**src/rtl/multicycle_sequencer.sv**
```systemverilog
// Multicycle instruction sequencer: FETCH/DECODE/EXEC/MEM/WB control with a memory-wait timeout.
// Optional instr_count performance counter is enabled by defining SEQ_PERF_COUNTERS_EN.
module multicycle_sequencer #(
  parameter int TIMEOUT_CYCLES = 16
) (
  input  logic        clk,
  input  logic        rst,
  input  logic        start,
  input  logic [11:0] opcode,
  input  logic        cond_pass,
  input  logic        mem_ready,
  output logic        mem_req,
  output logic        mem_we,
  output logic        ir_write,
  output logic        pc_write,
  output logic        reg_write,
  output logic        mem_to_reg,
  output logic [2:0]  alu_control,
  output logic        alu_src,
  output logic        reg_dst,
  output logic        flags_write,
  output logic        instr_done,
  output logic        fault,
  output logic [2:0]  state
`ifdef SEQ_PERF_COUNTERS_EN
  ,
  output logic [31:0] instr_count
`endif
);

  typedef enum logic [2:0] {
    S_IDLE   = 3'd0,
    S_FETCH  = 3'd1,
    S_DECODE = 3'd2,
    S_EXEC   = 3'd3,
    S_MEM    = 3'd4,
    S_WB     = 3'd5,
    S_FAULT  = 3'd6
  } state_t;

  typedef enum logic [2:0] {
    C_NOP = 3'd0,
    C_MOV = 3'd1,
    C_ADD = 3'd2,
    C_SUB = 3'd3,
    C_CMP = 3'd4,
    C_LDR = 3'd5,
    C_STR = 3'd6,
    C_BR  = 3'd7
  } cls_t;

  localparam int CW = $clog2(TIMEOUT_CYCLES + 1);
  localparam logic [CW-1:0] WAIT_LIMIT = CW'(TIMEOUT_CYCLES - 1);

  state_t        state_q;
  state_t        state_d;
  cls_t          cls_q;
  cls_t          dec_cls;
  logic [2:0]    alu_q;
  logic [2:0]    dec_alu;
  logic          src_q;
  logic          dec_src;
  logic          dst_q;
  logic          dec_dst;
  logic [CW-1:0] wait_cnt;
  logic          wait_limit;
  logic          end_instr;

  // Opcode classification; only meaningful while in DECODE, where it is captured.
  always_comb begin
    dec_cls = C_NOP;
    dec_alu = 3'b000;
    dec_src = 1'b0;
    dec_dst = 1'b0;
    case (opcode)
      12'he1a: begin dec_cls = C_MOV; end
      12'he3a: begin dec_cls = C_MOV; dec_dst = 1'b1; end
      12'he08: begin dec_cls = C_ADD; dec_alu = 3'b010; dec_src = 1'b1; end
      12'he28: begin dec_cls = C_ADD; dec_alu = 3'b010; dec_src = 1'b1; dec_dst = 1'b1; end
      12'he04: begin dec_cls = C_SUB; dec_alu = 3'b110; dec_src = 1'b1; end
      12'he24: begin dec_cls = C_SUB; dec_alu = 3'b110; dec_src = 1'b1; dec_dst = 1'b1; end
      12'he15: begin dec_cls = C_CMP; dec_alu = 3'b110; dec_src = 1'b1; end
      12'he35: begin dec_cls = C_CMP; dec_alu = 3'b110; dec_src = 1'b1; dec_dst = 1'b1; end
      12'he59: begin dec_cls = C_LDR; dec_alu = 3'b010; dec_src = 1'b1; dec_dst = 1'b1; end
      12'he58: begin dec_cls = C_STR; dec_alu = 3'b010; dec_src = 1'b1; dec_dst = 1'b1; end
      default: begin
        if (opcode[7:4] == 4'hA) begin
          dec_cls = C_BR;
          dec_alu = opcode[3] ? 3'b110 : 3'b010;
          dec_src = 1'b1;
        end
      end
    endcase
  end

  always_ff @(posedge clk or posedge rst) begin
    if (rst) begin
      state_q <= S_IDLE;
    end else begin
      state_q <= state_d;
    end
  end

  // Latched decode stays frozen from DECODE until the next instruction's DECODE.
  always_ff @(posedge clk or posedge rst) begin
    if (rst) begin
      cls_q <= C_NOP;
      alu_q <= 3'b000;
      src_q <= 1'b0;
      dst_q <= 1'b0;
    end else if (state_q == S_DECODE) begin
      cls_q <= dec_cls;
      alu_q <= dec_alu;
      src_q <= dec_src;
      dst_q <= dec_dst;
    end
  end

  // Wait counter restarts on every state change, so each FETCH/MEM entry counts from 0.
  always_ff @(posedge clk or posedge rst) begin
    if (rst) begin
      wait_cnt <= '0;
    end else if (state_d != state_q) begin
      wait_cnt <= '0;
    end else if (state_q == S_FETCH || state_q == S_MEM) begin
      wait_cnt <= wait_cnt + CW'(1);
    end
  end

  assign wait_limit = (wait_cnt == WAIT_LIMIT);

  always_comb begin
    state_d     = state_q;
    mem_req     = 1'b0;
    mem_we      = 1'b0;
    ir_write    = 1'b0;
    pc_write    = 1'b0;
    reg_write   = 1'b0;
    mem_to_reg  = 1'b0;
    flags_write = 1'b0;
    instr_done  = 1'b0;
    fault       = 1'b0;
    end_instr   = 1'b0;
    case (state_q)
      S_IDLE: begin
        if (start) state_d = S_FETCH;
      end
      S_FETCH: begin
        mem_req = 1'b1;
        if (mem_ready) begin
          ir_write = 1'b1;
          pc_write = 1'b1;
          state_d  = S_DECODE;
        end else if (wait_limit) begin
          state_d = S_FAULT;
        end
      end
      S_DECODE: begin
        if (dec_cls == C_NOP) end_instr = 1'b1;
        else                  state_d   = S_EXEC;
      end
      S_EXEC: begin
        case (cls_q)
          C_MOV, C_ADD, C_SUB: state_d = S_WB;
          C_LDR, C_STR:        state_d = S_MEM;
          C_CMP: begin
            flags_write = 1'b1;
            end_instr   = 1'b1;
          end
          C_BR: begin
            pc_write  = cond_pass;
            end_instr = 1'b1;
          end
          default: end_instr = 1'b1;
        endcase
      end
      S_MEM: begin
        mem_req = 1'b1;
        mem_we  = (cls_q == C_STR);
        if (mem_ready) begin
          if (cls_q == C_STR) end_instr = 1'b1;
          else                state_d   = S_WB;
        end else if (wait_limit) begin
          state_d = S_FAULT;
        end
      end
      S_WB: begin
        reg_write  = 1'b1;
        mem_to_reg = (cls_q == C_LDR);
        end_instr  = 1'b1;
      end
      S_FAULT: begin
        fault = 1'b1;
      end
      default: state_d = S_IDLE;
    endcase
    if (end_instr) begin
      instr_done = 1'b1;
      state_d    = start ? S_FETCH : S_IDLE;
    end
  end

  // Datapath controls come only from the latched decode, and only in the execute-side states.
  always_comb begin
    alu_control = 3'b000;
    alu_src     = 1'b0;
    reg_dst     = 1'b0;
    if (state_q == S_EXEC || state_q == S_MEM || state_q == S_WB) begin
      alu_control = alu_q;
      alu_src     = src_q;
      reg_dst     = dst_q;
    end
  end

  assign state = state_q;

`ifdef SEQ_PERF_COUNTERS_EN
  always_ff @(posedge clk or posedge rst) begin
    if (rst) begin
      instr_count <= 32'd0;
    end else if (instr_done) begin
      instr_count <= instr_count + 32'd1;
    end
  end
`endif

endmodule

```
**config.mk**
```make
export PLATFORM = sky130hd
export DESIGN_NAME = multicycle_sequencer
export DESIGN_NICKNAME = d
export VERILOG_FILES = /design/src/rtl/multicycle_sequencer.sv
export SDC_FILE = /design/constraint.sdc
export NUM_CORES = 1
export LEC_CHECK = 0
export ABC_CLOCK_PERIOD_IN_PS = 2800
export BUFFER_PORTS_ARGS = -buffer_cell sky130_fd_sc_hd__buf_2
export CORE_ASPECT_RATIO = 1.25
export CORE_MARGIN = 1
export CORE_UTILIZATION = 39
export DETAILED_ROUTE_END_ITERATION = 16
export GPL_TIMING_DRIVEN = 0
export HOLD_SLACK_MARGIN = 0.03
export PLACE_DENSITY_LB_ADDON = 0.25
export REMOVE_ABC_BUFFERS = 1
export SETUP_SLACK_MARGIN = 0.05
export SYNTH_ARGS = -nofsm -noshare
export SYNTH_HDL_FRONTEND = slang
export SYNTH_SLANG_ARGS = --single-unit
export TNS_END_PERCENT = 5
```
**constraint.sdc**
```tcl
create_clock -name clk -period 2.8 [get_ports clk]
set_clock_uncertainty 0.05 [all_clocks]
set_input_delay 0.28 -clock clk [delete_from_list [all_inputs] [get_ports clk]]
set_output_delay 0.28 -clock clk [all_outputs]
set_load 0.02 [all_outputs]
```
== After elaboration in Yosys (flattened, before gate mapping) ==
Cells that the tools add are included.

* Register bits: 16
* Input port bits: 17
* Logic and storage cells: 92

* $add $sub $neg: 1
* Equality and inequality tests: 26
* Muxes and demuxes: 40
* Reduce and logical (&&, ||, !) cells: 19

{| class="wikitable"
|+ Operators by type and width
! cell !! number
|-
| 12-bit equality test (second input constant) || 10
|-
| 3-bit one-hot mux with 6 select lines || 2
|-
| 3-bit two-way mux || 11
|-
| 3-bit equality test (second input constant) || 7
|-
| 1-bit two-way mux || 20
|-
| 2-bit OR reduction || 7
|-
| 3-bit by 2-bit equality test with 1-bit output (second input constant) || 4
|-
| 5-bit two-way mux || 2
|-
| 3-bit one-hot mux with 3 select lines || 1
|-
| 4-bit OR reduction || 2
|-
| 8-bit OR reduction || 1
|-
| 3-bit by 1-bit equality test with 1-bit output (second input constant) || 2
|-
| 3-bit zero test || 2
|-
| 3-bit one-hot mux with 2 select lines || 1
|-
| 6-bit OR reduction || 1
|-
| 5-bit by 1-bit adder with 5-bit output (second input constant) || 1
|-
| 5-bit by 4-bit equality test with 1-bit output (second input constant) || 1
|-
| 5-bit OR reduction || 1
|-
| 4-bit equality test (second input constant) || 1
|-
| 1-bit one-hot mux with 2 select lines || 2
|-
| 1-bit one-hot mux with 4 select lines || 1
|-
| 1-bit logical OR || 3
|-
| 3-bit inequality test || 1
|-
| 3-bit OR reduction || 1
|-
| 2-bit nonzero test || 1
|}

== Longest topological paths before layout ==
* Depth after elaboration: 9
* Gate-level depth with buffers: 10
* Gate-level depth less buffers: 10

== Worst setup path before layout ==
Ideal clock, no wire load.

* Kind: input-to-reg
* From: input opcode[4]
* To: register wait_cnt[1]
* Library setup time: 0.101 ns
* Arrival time: 2.343 ns
* Required time: 2.649 ns
* Path slack: 0.306 ns
* Cell stages on the path: 8
* Buffers on the path: 1
* Path through: buf_6 -> or4b_4 -> a2111oi_4 -> nor3_2 -> a211oi_4 -> o21ai_1 -> mux2i_2 -> nor4_1

* Cells in the longest elaborated chain, start to end: 9
* Elaborated cells between the ends (all ways): 26

{| class="wikitable"
|+ Ends and longest elaborated chain
! item !! RTL line !! text
|-
| from (decl) || 9 || <nowiki>input logic [11:0] opcode,</nowiki>
|-
| 12-bit equality test / 4-bit equality test (equally long branches) || 75, 87 ||
|-
| 2-bit OR reduction (no source line) / 3-bit two-way mux (equally long branches) || - ||
|-
| 3-bit one-hot mux with 6 select lines (*) || 75 || <nowiki>case (opcode)</nowiki>
|-
| 3-bit zero test (*) || 159 || <nowiki>if (dec_cls == C_NOP) end_instr = 1'b1;</nowiki>
|-
| 3-bit two-way mux / 1-bit two-way mux (equally long branches) || 159 ||
|-
| 3-bit one-hot mux with 6 select lines / 1-bit one-hot mux with 4 select lines (equally long branches) || 144 || <nowiki>case (state_q)</nowiki>
|-
| 3-bit two-way mux (*) || 197 || <nowiki>if (end_instr) begin</nowiki>
|-
| 3-bit inequality test (*) || 123 || <nowiki>end else if (state_d != state_q) begin</nowiki>
|-
| 5-bit two-way mux / 2-bit nonzero test (equally long branches) || - ||
|-
| to (signal assigned) || 126 || <nowiki>wait_cnt <= wait_cnt + CW'(1);</nowiki>
|-
| to (decl) || 65 || <nowiki>logic [CW-1:0] wait_cnt;</nowiki>
|}

Mark *: on every way between the ends. The rest lies on a longest branch, timed or not.
A chain may end at the register's enable or synchronous reset.

== Final worst setup path ==
Ends and elaborated chain as after synthesis.

==> results_dict.tcl <==
set metrics [dict create \
    slew_violations 0 \
    period_share_pct 91.0 \
    hold_buffers 0 \
    critPathRequiredTime_ns 2.89 \
    antenna_cells 0 \
    crit_chain "buf_2 > or4b_4 > a2111oi_4 > nor3_2 > a211oi_4 > o21ai_1 > mux2i_2 > nor4_1" \
    synth.largest_area_cell "dfrtp_1" \
    yosysTopAreaCellShare_pct 28.1 \
    synth_cell_type_count 56 \
    syn_area_per_cell_um2 8.24 \
    fin_hold_ws_ns 0.0313 \
    syn2layout_area_growth_pct 17.9 \
    grt_use_total_pct 18.6 \
    synth-edff-count 0 \
    hpwl_um 2350 \
    fin_setup_tns_ns 0 \
    finalCriticalPeriod_ns 2.55 \
    clock_path_buffers 2 \
    final_util_pct 48.8 \
    cts-htree-levels 1 \
    start_util_pct 41.4 \
    grt_max_degree 19 \
    crit_slowest_cell "or4b_4" \
    power.total_mw 1.51 \
    synth_seq_area_share_pct 28.1 \
    die_y_um 67.4 \
    hp-class "in2async" \
    antenna_found_initial 0 \
    wire_per_inst_um 13.4 \
    numCtsBuffers 3 \
    dieArea_um2 3660 \
    dr.pass1.iters 4 \
    drc_errors 0 \
    mostFrequentLayoutCell "buf_2" \
    num-fill-cells 327 \
    yosys_warnings 0 \
    drt.antenna.violating_nets 0 \
    ys.flop_type "dfrtp_1" \
    maxCapViolCount 0 \
    power_density_nw_per_um2 956 \
    cts_tree "yes" \
    max_slew_margin_pct 28.8 \
    setup.worst_path.end_class "flop" \
    critPathKind "in2reg" \
    nets 213 \
    grt_pass1_vias 1201 \
    final_layout_size_suffix_gt1_share_pct 27.7 \
    placementRows 23 \
    synth_area_um2 1340 \
    routed_via_density 5.57 \
    tightest_slew_ns 1.05 \
    place_congestion 0.832 \
    async_flop_share_pct 100 \
    dr.first_iter.drc_count 39 \
    die_w_um 54.3 \
    path_clk_slew_ns 0.06 \
    status "completed" \
    cp_max_fo 10 \
    ys_ff_latch 15 \
    hold_viol 0 \
    grt_overflow_total 0 \
    cts_root_buf "clkbuf_8" \
    peakVddDrop_mv 0.594 \
    dr_total_vias 1270 \
    final_cell_mix "buf_2 (32), nor2_1 (20), dfrtp_1 (13), a21oi_1 (11), nand2_1 (10)" \
    clk_latency_ns 0.25 \
    leakage_nw 0.709 \
    setup_viol 0 \
    reg2reg_slack_ns 0.27 \
    arrival_ns 2.64 \
    portBuffers 32 \
    fmaxAchievable_mhz 392 \
    max_stage_delay_ns 0.56 \
    core_um2 3220 \
    io_pins 34 \
    startpoint_type "input port" \
    synthTopCellsByArea "dfrtp_1 (28%), nor2_1 (5.6%), a21oi_1 (4.1%)" \
    syn_inst 162 \
    cts.sinks 15 \
    grt_pass1_wl_um 5110 \
    rsz0062_at_grt "false" \
    drt-total-wl_um 3060 \
]
==> path summary, 6_finish.rpt <==
kind	end	start	depth (start not counted)
worst max-delay path	wait_cnt[1]	opcode[4]	8
worst min-delay path	alu_q[1]	rst	2
worst max register to register	wait_cnt[1]	state[0]	7
worst min register to register	src_q	src_q	1
max in group asynchronous	state[1]	rst	2
min in group clk	state[0]	start	3
==> critical path: cells and delay by family <==
kind,cells,cell delay (ns)
buf+inv,1,0.16
mux,1,0.23
simple gates,3,0.97
compound gates,3,1.01
==> cell families (layout without fill, tap and decap cells) <==
logic type,count (synthesis),after routing,synth area share (%)
multiplexers,2,2,1.78
AND/OR/NAND/NOR,80,80,34.0
flip-flops,15,15,28.1
other,1,1,0.281
adder cells (fa/ha/maj),4,4,3.75
AO/OA/AOI/OAI,38,38,23.2
buffers and inverters,17,46,5.62
XOR/XNOR,5,5,3.28
==> per-stage QoR <==
step,std cells,setup slack [ns],area [µm²]
4_1_cts,228,0.168,1570
2_1_floorplan,154,-0.152,1290
3_5_place_dp,223,-0.699,1500
6_report,228,0.251,1570
3_3_place_gp,223,-0.611,1500
5_1_grt,228,0.0522,1570
==> flip-flops by register name, summed over array words and instances, names as in the netlist <==
name and flops:
dst_q 1, cls_q 3, state 3, alu_q 2, wait_cnt 5, src_q 1
==> layout make-up <==
| class | count | area, µm² | area share [%] |
|---|---|---|---|
| clock buffers | 3 | 41.3 | 2.62 |
| clock inverters | 1 | 5.00 | 0.318 |
| inverters | 9 | 33.8 | 2.15 |
| multi-input cells | 130 | 902 | 57.3 |
| flip-flops and latches | 15 | 378 | 24.0 |
| well taps | 37 | 46.3 | 2.94 |
| repair buffers | 33 | 168 | 10.7 |
==> what timing repair did <==
action / CTS / global route
resized for setup: 2 / 3
endpoints found under the setup margin: 9 / 6
setup buffers: 1 / 0
==> Yosys cell counts, types with 4 or more instances <==
library cell  number
and3_1             4
ha_1               4
dfrtp_1           15
nor4_1             4
nand3_1            4
nor3_1             7
a21oi_1           11
o21ai_0            4
inv_1              8
clkbuf_1           6
nand2_1           10
nor2_1            20
and2_1             5
or2_2              4
==> metal layers <==
| metal | vias up | part of all wire [%] | global-route usage [%] | wire length, µm |
|---|---|---|---|---|
| met5 | - | 0 | 0 | 0 |
| met4 | 0 | 0.33 | 5.45 | 10 |
| met3 | 2 | 5.4 | 2.03 | 165 |
| met2 | 40 | 48 | 30.3 | 1470 |
| met1 | 581 | 46 | 25.4 | 1410 |
| li1 | 647 | - | - | - |
==> power by group <==
group | leakage [nW] | internal (mW) | switching [mW] | total (mW)
Combinational | 0.497 | 0.374 | 0.524 | 0.898
Sequential | 0.187 | 0.308 | 0.126 | 0.434
Clock | 0.0255 | 0.0984 | 0.0755 | 0.174
(Power assumes the default switching activity.)
